===== config.mk =====
export PLATFORM = sky130hd
export DESIGN_NAME = fifo_vc_buffer
export DESIGN_NICKNAME = d
export VERILOG_FILES = /design/src/rtl/fifo_vc_buffer.sv
export SDC_FILE = /design/constraint.sdc
export NUM_CORES = 1
export LEC_CHECK = 0
export ABC_AREA = 1
export CORE_MARGIN = 4
export CORE_UTILIZATION = 45
export DETAILED_ROUTE_END_ITERATION = 8
export GPL_TIMING_DRIVEN = 0
export PLACE_DENSITY = 0.64
export RECOVER_POWER = 100
export SYNTH_ARGS = -nofsm -noshare
export SYNTH_HDL_FRONTEND = slang
export SYNTH_SLANG_ARGS = --single-unit

===== constraint.sdc =====
create_clock -name clock -period 6.9 [get_ports clock]
set_input_delay 1.725 -clock clock [delete_from_list [all_inputs] [get_ports clock]]
set_output_delay 1.725 -clock clock [all_outputs]
set_load 0.03 [all_outputs]

===== src/rtl/fifo_vc_buffer.sv =====
`default_nettype none
// ============================================================================
// fifo_vc_buffer : NUM_VC independent circular FIFOs behind one shared write
//                  port. Optional credit return enabled by FIFO_VC_CREDIT_EN.
// Revision 1.0
// ============================================================================
module fifo_vc_buffer #(
  parameter int WIDTH  = 8,
  parameter int DEPTH  = 8,
  parameter int NUM_VC = 4,
  localparam int VCW   = (NUM_VC > 1) ? $clog2(NUM_VC) : 1,
  localparam int CW    = $clog2(DEPTH) + 1
) (
  input  logic                    clock,
  input  logic                    reset,
  input  logic                    push,
  input  logic [VCW-1:0]          push_vc,
  input  logic [WIDTH-1:0]        tail,
  input  logic [NUM_VC-1:0]       pull,
  output logic [NUM_VC*WIDTH-1:0] head,
  output logic [NUM_VC*CW-1:0]    counter,
  output logic [NUM_VC-1:0]       full,
  output logic [NUM_VC-1:0]       empty,
  output logic                    push_err
`ifdef FIFO_VC_CREDIT_EN
  ,
  output logic [NUM_VC-1:0]       credit_out,
  output logic [CW-1:0]           credit_init
`endif
);

  localparam int AW = $clog2(DEPTH);

  logic [NUM_VC-1:0] hit;
  logic [NUM_VC-1:0] accept;
  logic [NUM_VC-1:0] pull_ok;

  for (genvar v = 0; v < NUM_VC; v++) begin : g_vc
    logic [WIDTH-1:0] mem [DEPTH];
    logic [AW-1:0]    rd;
    logic [AW-1:0]    wr;
    logic [CW-1:0]    cnt;
    logic [CW-1:0]    cnt_nxt;
    logic             full_r;
    logic             empty_r;

    // An out-of-range push_vc matches no channel, so it is never accepted.
    assign hit[v]     = push && (push_vc == VCW'(v));
    assign accept[v]  = hit[v] && (!full_r || pull[v]);
    assign pull_ok[v] = pull[v] && !empty_r;
    assign cnt_nxt    = cnt + CW'(accept[v]) - CW'(pull_ok[v]);

    always_ff @(posedge clock) begin
      if (!reset && accept[v])
        mem[wr] <= tail;
    end

    always_ff @(posedge clock) begin
      if (reset) begin
        rd      <= '0;
        wr      <= '0;
        cnt     <= '0;
        full_r  <= 1'b0;
        empty_r <= 1'b1;
      end else begin
        if (pull_ok[v])
          rd <= rd + AW'(1);
        if (accept[v])
          wr <= wr + AW'(1);
        cnt     <= cnt_nxt;
        full_r  <= (cnt_nxt == CW'(DEPTH));
        empty_r <= (cnt_nxt == '0);
      end
    end

    assign head[v*WIDTH +: WIDTH] = mem[rd];
    assign counter[v*CW +: CW]    = cnt;
    assign full[v]                = full_r;
    assign empty[v]               = empty_r;
  end

  always_ff @(posedge clock) begin
    if (reset)
      push_err <= 1'b0;
    else if (push && !(|accept))
      push_err <= 1'b1;
  end

`ifdef FIFO_VC_CREDIT_EN
  // One credit per flit actually removed, so ignored pulls return nothing.
  always_ff @(posedge clock) begin
    if (reset)
      credit_out <= '0;
    else
      credit_out <= pull_ok;
  end

  assign credit_init = CW'(DEPTH);
`else
  // No credit return path in this build.
`endif

endmodule
`default_nettype wire


Yosys cells after proc, flatten, opt, wreduce, memory -nomap -nowiden
Memory sizes are Yosys's and may differ from the RTL's. A register that Yosys moved wholly into a read port is not among the register bits.
Index checks and enable logic that the tools add are counted.
- flip-flop bits (word level): 49
- RAM bits: 256
- input port bits: 17
- output and inout port bits: 57
- logic and storage cells: 101
- memories kept: 4
- memory list (name ; words ; width ; read ports ; clocked after memory_dff ; wr ports ; line ; source):
    g_vc[0].mem ; 8 ; 8 ; 1 ; 1 ; 1 ; 39 ; logic [WIDTH-1:0] mem [DEPTH];
    g_vc[1].mem ; 8 ; 8 ; 1 ; 1 ; 1 ; 39 ;
    g_vc[2].mem ; 8 ; 8 ; 1 ; 1 ; 1 ; 39 ;
    g_vc[3].mem ; 8 ; 8 ; 1 ; 1 ; 1 ; 39 ;
- $add $sub $neg: 16
- eq/ne operators: 7
- muxes and demuxes: 16
- reductions and logical operators: 37
- operators with widths (cell ; count):
    $add 3x1->3 const B ; 8
    $mux 3 ; 8
    $logic_and 1x1->1 ; 17
    $add 4x1->4 ; 4
    $eq 4x4->1 const B ; 4
    $logic_not 4->1 ; 4
    $sub 4x1->4 ; 4
    $logic_not 1->1 ; 10
    $mux 1 ; 8
    $eq 2x2->1 const B ; 2
    $logic_or 1x1->1 ; 4
    $reduce_or 4->1 ; 1
    $eq 2x1->1 const B ; 1
    $logic_not 2->1 ; 1

Depth between registers and ports, before layout
Gate-level depths: netlist of run 1.
- word-level depth: 6
- mapped depth: 13

Worst setup path before layout of run 1
OpenSTA, ideal clock, no wires.
- path kind: input to register
- start point: input pull[1]
- end point: register g_vc[1].empty_r
- arrival: 3354 ps
- required time: 6826 ps
- path slack: 3472 ps
- stages: 12
- buffers on the path: 1
- cells stage by stage: inv_1 -> or2_1 -> buf_2 -> nor2_1 -> inv_1 -> nand2_1 -> ha_1 -> inv_1 -> fa_1 -> xor2_1 -> nand3_1 -> o21ai_0
- word-level cells in the longest chain between the ends: 5
- elaborated cells between the ends (all ways): 6
- those cells by class: add/sub (2); reduce/logical (4)
- RTL lines (what ; line ; source):
    start: declaration ; 19 ; input logic [NUM_VC-1:0] pull,
    $logic_or 1x1->1 ; 49 ; assign accept[v] = hit[v] && (!full_r || pull[v]);
    $logic_and 1x1->1 ; 49 ;
    $add 4x1->4 ; 51 ; assign cnt_nxt = cnt + CW'(accept[v]) - CW'(pull_ok[v]);
    $sub 4x1->4 * ; 51 ;
    $logic_not 4->1 * ; 72 ; empty_r <= (cnt_nxt == '0);
    end signal: assignment ; 72 ;
    end: declaration ; 45 ; logic empty_r;
Mark *: on every way between the ends. The rest lies on a longest branch, timed or not.
A chain may end at the register's enable or synchronous reset.

==> qor.yml, run 1 <==
global_routing:
  grt_max_degree: 33
  grt_pass1_vias: 8213
  grt-ovfl-total: 0
  grt_use_met2_pct: 28.9
  grt_pass1_wl_mm: 44.5
  grtUsageMet3_pct: 3.02
  top_usage_layer: "met2"
  track_usage_pct: 18.1
  use_met1_pct: 26.1
  antenna_found_initial: 1
status:
  status: "complete, but fails checks"
  violations: "max-capacitance violations, max-slew violations"
synth:
  synthTopCellsByArea: "edfxtp_1, dfxtp_1, nor2_1, o21ai_0, nand2_1"
  synth_sequential_area_ratio_pct: 69.7
  synth_fp_nets: 1160
  synth_area_leader_cell: "edfxtp_1"
  synthesis.area_um2: 12800
  yosysMostFrequentCell: "edfxtp_1"
  yosys-top-cells-count: "edfxtp_1, nor2_1, nand2_1"
  syn_inst: 1119
  synth_top_area_share_pct: 60.1
  ys.flop_type: "edfxtp_1"
  yosys_warnings: 0
  yosysUniqueCellTypes: 31
  synth_area_per_cell_um2: 11.4
  ys_ff_latch: 317
  async_flop_share_pct: 0
  synth_edf_count: 256
worst_setup_path:
  critPathSlowestCell: "dlygate4sd3_1"
  cp_top_family: "buffers and inverters"
  cp_max_fo: 10
  startpoint_type: "register"
  cpMostUsedCell: "nand2_1"
  path_class: "register to output pin"
  critPathCaptureType: "output pin"
  required_ps: 5180
  max_stage_delay_ps: 750
  critical_path_arrival_ps: 2740
  path_cells: "inv_2, clkbuf_1, o21ai_0, o22ai_1, nand2_1, nand2_1, dlygate4sd3_1"
  cp.buffers_inverters: 3
timing:
  finalClockSkew_ps: 17.8
  timing.final.crit_share_pct: 64.7
  tns_ps: 0
  fin_crit_ps: 4460
  fmax_mhz: 224
  slew_viol_final: 93
  rsz0062_at_grt: "false"
  report.final.setup_viol: 0
  timing.slew.headroom_pct: -20.4
  tightestPinTransition_ps: 1790
  final_hold_viol_count: 0
cts:
  cts_setup_buffers: 0
  clock_latency_ps: 510
  cts_made_buffers: 34
  holdBufCountCts: 0
  cts_htree_levels: 2
  cts_tree: "done"
  clkTransAtPathRegs_ps: 60
  cts_resized: 0
  cts-root-buf: "clkbuf_16"
  clock-sinks: 317
  clk_path_buf_depth: 3
layout:
  multi_input_area_um2: 3260
  nFillCells: 2371
  seqCellArea_um2: 8910
  area_growth_pct: 17.9
  nets: 1270
  drive_gt1_share_pct: 6.69
  fin_util_pct: 54.0
place:
  dp_hpwl_mm: 18.5
  gp_congestion: 0.800
  io_buffers: 72
power_and_ir_drop:
  ir_drop_uv: 211
  pwr-share-comb_pct: 25.3
  p_int_uw: 3800
  power_switching_share_pct: 30.8
  seq_power_share_pct: 40.9
  p_leak_uw: 0.00548
  p_clk_share_pct: 33.8
  power_switching_uw: 1690
  powerDensity_nw_per_um2: 364
route:
  drc: 0
  drt_iter0_drc: 801
  num_vias: 8424
  wl_per_cell_um: 17.5
  via_per_inst: 5.16
  first_pass_iters: 5
  ant_nets: 0
  wl_mm: 28.6
floorplan:
  core-area_um2: 27900
  die-area_um2: 31200
  num_io_pins: 74
  die_y_um: 177
  die_w_um: 177
  rows: 61
  start_util_pct: 45.8
worst_hold_path:
  hold_path.class: "register to register"
job:
  cap_violations: 5
[registers in the layout, indices dropped and copies added, names as in the netlist, named ones only]
name / count
g_vc.full_r: 4
push_err: 1
g_vc.cnt: 16
g_vc.rd: 12
g_vc.wr: 12
g_vc.mem: 256
g_vc.empty_r: 4
[through the flow]
stage	instances	cell area (µm²)	worst slack [ps]	hold slack, ps	power (µW)
final	1634	15100	2440	470	5490
after CTS	1632	15200	2490	469	5580
after global placement	1569	14000	2410	453	3710
after global routing	1634	15100	2300	494	5770
after detailed placement	1570	14000	2520	460	3730
after floorplan	1119	12800	3470	444	3200
[tightest hold or removal path, delay by kind of cell, from the launching register on]
kind | cells | cell delay, ps
flops | 1 | 310
compound gates | 1 | 50
buf+inv | 1 | 60
[cell usage in the layout, fill, tap and decap left out, drive strengths merged, types with 2 or more instances in the layout]
cell and n:
nor3 18, buf 31, edfxtp 256, dlygate4sd3 69, nor3b 2, nor4 4, dfxtp 61, xor2 4
nor2 186, o21ai 149, ha 20, clkbuf 78, inv 80, nand2 159, clkinv 5, bufinv 3
o22ai 64, xnor2 4, fa 4, nand3 25, a21oi 30
[cell type report]
class,instances,area share (%)
inverter,80,1.99
timing repair buffer,74,4.75
antenna,1,0.0166
tap,378,3.14
sequential,317,59.1
clock buffer,54,6.97
buffer,51,1.71
multi-input combinational,671,21.6
clock inverter,8,0.730
[per-layer routing]
layer  wire length, µm  vias up
met3              1840       45
li1                  -     4139
met4               566        0
met1             13000     4001
met2             13200      239
met5                 0        -
[worst paths after layout]
| kind | start | cells past startpoint | slack [ps] | end |
|---|---|---|---|---|
| hold reg to reg | g_vc[2].rd[2]$_SDFFE_PP0P_ | 2 | 470 | g_vc[2].rd[2]$_SDFFE_PP0P_ |
| setup / recovery | register | 7 | 2440 | head[16] |
| setup reg to reg | g_vc[1].full_r$_SDFF_PP0_ | 5 | 4070 | g_vc[1].mem[4][3]$_DFFE_PP_ |
| hold / removal | g_vc[2].rd[2]$_SDFFE_PP0P_ | 2 | 470 | g_vc[2].rd[2]$_SDFFE_PP0P_ |
[power groups by stage]
| stage | Clock (µW) | Combinational (µW) | Sequential (µW) |
|---|---|---|---|
| global placement | 0 | 1420 | 2290 |
| detailed placement | 0 | 1440 | 2290 |
| global route | 1970 | 1540 | 2260 |
| floorplan | 0 | 874 | 2320 |
| CTS | 1890 | 1450 | 2250 |
| finish | 1860 | 1390 | 2250 |
[logic make-up after synthesis]
| group | count (synthesis) | share of synthesized area (%) |
|---|---|---|
| AOI/OAI and AO/OA | 244 | 10.2 |
| xor gates and xnor gates | 8 | 0.548 |
| adders and majority gates | 24 | 2.58 |
| buffers and inverters | 131 | 4.37 |
| DFF | 317 | 69.7 |
| and+or+nand+nor | 395 | 12.6 |
(Power assumes the default switching activity.)
==> inputs of run 2 (changes only) <==
Settings changed: PLACE_DENSITY 0.64 to 0.66.
Clock period 6.9 ns to 4.1 ns, I/O delays scaled along.
==> run 2 against run 1 <==
Net effect:
- die area stayed put
- clock skew hardly changed
- sequential power is 68% higher
- critical path type unchanged
- final area is 0.21% lower
- utilization is 0.11 points lower
- highest routed layer is now met5
- the run still ends with max-capacitance violations, max-slew violations left
- count of clock-buffer cells in the layout is 2 higher
==> qor.yml, run 2 (synthesis results as in run 1) <==
route:
  ant_nets: 0  # unchanged
  drc: 0  # unchanged
  first_pass_iters: 5  # unchanged
  wl_mm: 28.8  # +0.78%
  num_vias: 8573  # +1.8%
  wl_per_cell_um: 17.6  # +0.66%
  drt_iter0_drc: 660  # -18%
  via_per_inst: 5.24  # +1.6%
timing:
  report.final.setup_viol: 0  # unchanged
  timing.slew.headroom_pct: -22.5  # -2.2 points
  slew_viol_final: 168  # +81%
  fin_crit_ps: 3710
  tns_ps: 0  # unchanged
  timing.final.crit_share_pct: 90.5
  rsz0062_at_grt: "false"
  fmax_mhz: 270
  tightestPinTransition_ps: 1840  # +49.2 ps
  final_hold_viol_count: 0  # unchanged
  finalClockSkew_ps: 17.4  # -0.399 ps
global_routing:
  grt_pass1_vias: 8353  # +1.7%
  grt-ovfl-total: 0  # unchanged
  grt_pass1_wl_mm: 44.2  # -0.81%
  antenna_found_initial: 3  # +2
  track_usage_pct: 18.0  # -0.16 points
  grt_max_degree: 33  # unchanged
floorplan:
  die_w_um: 177  # unchanged
  rows: 61  # unchanged
  die-area_um2: 31200  # unchanged
  die_y_um: 177  # unchanged
  start_util_pct: 45.8  # unchanged
  num_io_pins: 74  # unchanged
  core-area_um2: 27900  # unchanged
layout:
  top_regs: "g_vc.mem: 256 flops, g_vc.cnt: 16 flops"
  top_register: "g_vc.mem"
  nets: 1271  # +0.079%
  area_growth_pct: 17.7
  mostFrequentLayoutCells: "edfxtp_1, nor2_1, nand2_1"
  largest_register_ffs: 256  # unchanged
  final_common_cell: "edfxtp_1"
  drive_gt1_share_pct: 6.85  # +0.15 points
worst_setup_path:
  required_ps: 3070  # -2110 ps
  critical_path_arrival_ps: 2680  # -60 ps
  cpMostUsedCell: "nand2_1"
  cp_top_family: "buffers and inverters"
  reg2reg_from: "g_vc[1].full_r$_SDFF_PP0_"
  cp.buffers_inverters: 3  # unchanged
  r2r_slack_ps: 1260  # -2810 ps
  path_cells: "inv_2, clkbuf_1, o21ai_0, o22ai_1, nand2_1, nand2_1, dlygate4sd3_1"
  path_class: "register to output pin"
  cp_max_fo: 10  # unchanged
  critPathCaptureType: "output pin"
  critPathSlowestCell: "dlygate4sd3_1"
  startpoint_type: "register"
  max_stage_delay_ps: 750  # about the same
cts:
  clkTransAtPathRegs_ps: 60  # about the same
  clk_path_buf_depth: 3  # unchanged
  cts_tree: "done"
  cts_setup_buffers: 0  # unchanged
  cts_htree_levels: 2  # unchanged
  clock_latency_ps: 510  # about the same
  holdBufCountCts: 0  # unchanged
  cts_resized: 0  # unchanged
  clock-sinks: 317  # unchanged
  cts-root-buf: "clkbuf_16"
  cts_made_buffers: 36  # +5.9%
place:
  io_buffers: 72  # unchanged
  gp_congestion: 0.795  # -0.69%
  dp_hpwl_mm: 18.7  # +0.86%
power_and_ir_drop:
  power.total_uw: 9170  # +67%
  p_leak_uw: 0.00547  # -0.23%
  ir_drop_uv: 405  # +92%
  powerDensity_nw_per_um2: 609  # +67%
status:
  violations: "max-capacitance violations, max-slew violations"
  status: "complete, but fails checks"
job:
  cap_violations: 8  # +3
worst_hold_path:
  hold_path.class: "register to register"
  min_from: "g_vc[3].rd[2]$_SDFFE_PP0P_"
-- run 2: worst min-delay path, delay by kind of cell (launching register included) --
| kind | cells | cell delay (ps) |
|---|---|---|
| AO/OA/AOI/OAI | 1 | 60 |
| buffers and inverters | 1 | 70 |
| flip-flops | 1 | 310 |
-- run 2: where the power goes --
part           total, µW  switching, µW  internal (µW)
logic               2330           1520            811
clock network       3050           1210           1850
registers           3780            150           3630
total               9170           2880           6290
-- run 2: cell type report --
cell class              count  area (µm²)
multi-input cells         671        3260
inverters                  80         300
fillers                  2424       12900
plain buffers              51         258
clock buffers              56        1100
diodes                      2        5.00
clock inverters             8        43.8
repair buffers             73         699
flip-flops and latches    317        8910
well taps                 378         473
-- run 2: per-stage QoR --
stage	setup WS, ps	std cells	area (µm²)	util (%)	hold slack (ps)
floorplan	1370	1119	12800	-	444
global placement	372	1569	14000	50.1	453
detailed placement	445	1570	14000	50.1	466
CTS	434	1634	15100	54.2	475
global route	201	1636	15000	53.9	499
finish	390	1636	15000	53.9	473
-- run 2: layer usage --
| metal | GRT usage, % | routed length, µm |
|---|---|---|
| met1 | 24.8 | 12900 |
| met2 | 29.0 | 13700 |
| met3 | 3.19 | 1580 |
| met4 | 6.09 | 631 |
| met5 | 0 | 13 |
-- run 2: path summary, 6_finish.rpt --
kind | endpoint | cells after the start
setup / recovery | head[15] | 7
hold reg to reg | g_vc[3].rd[2]$_SDFFE_PP0P_ | 2
hold / removal | g_vc[3].rd[2]$_SDFFE_PP0P_ | 2
setup reg to reg | g_vc[1].mem[4][4]$_DFFE_PP_ | 5
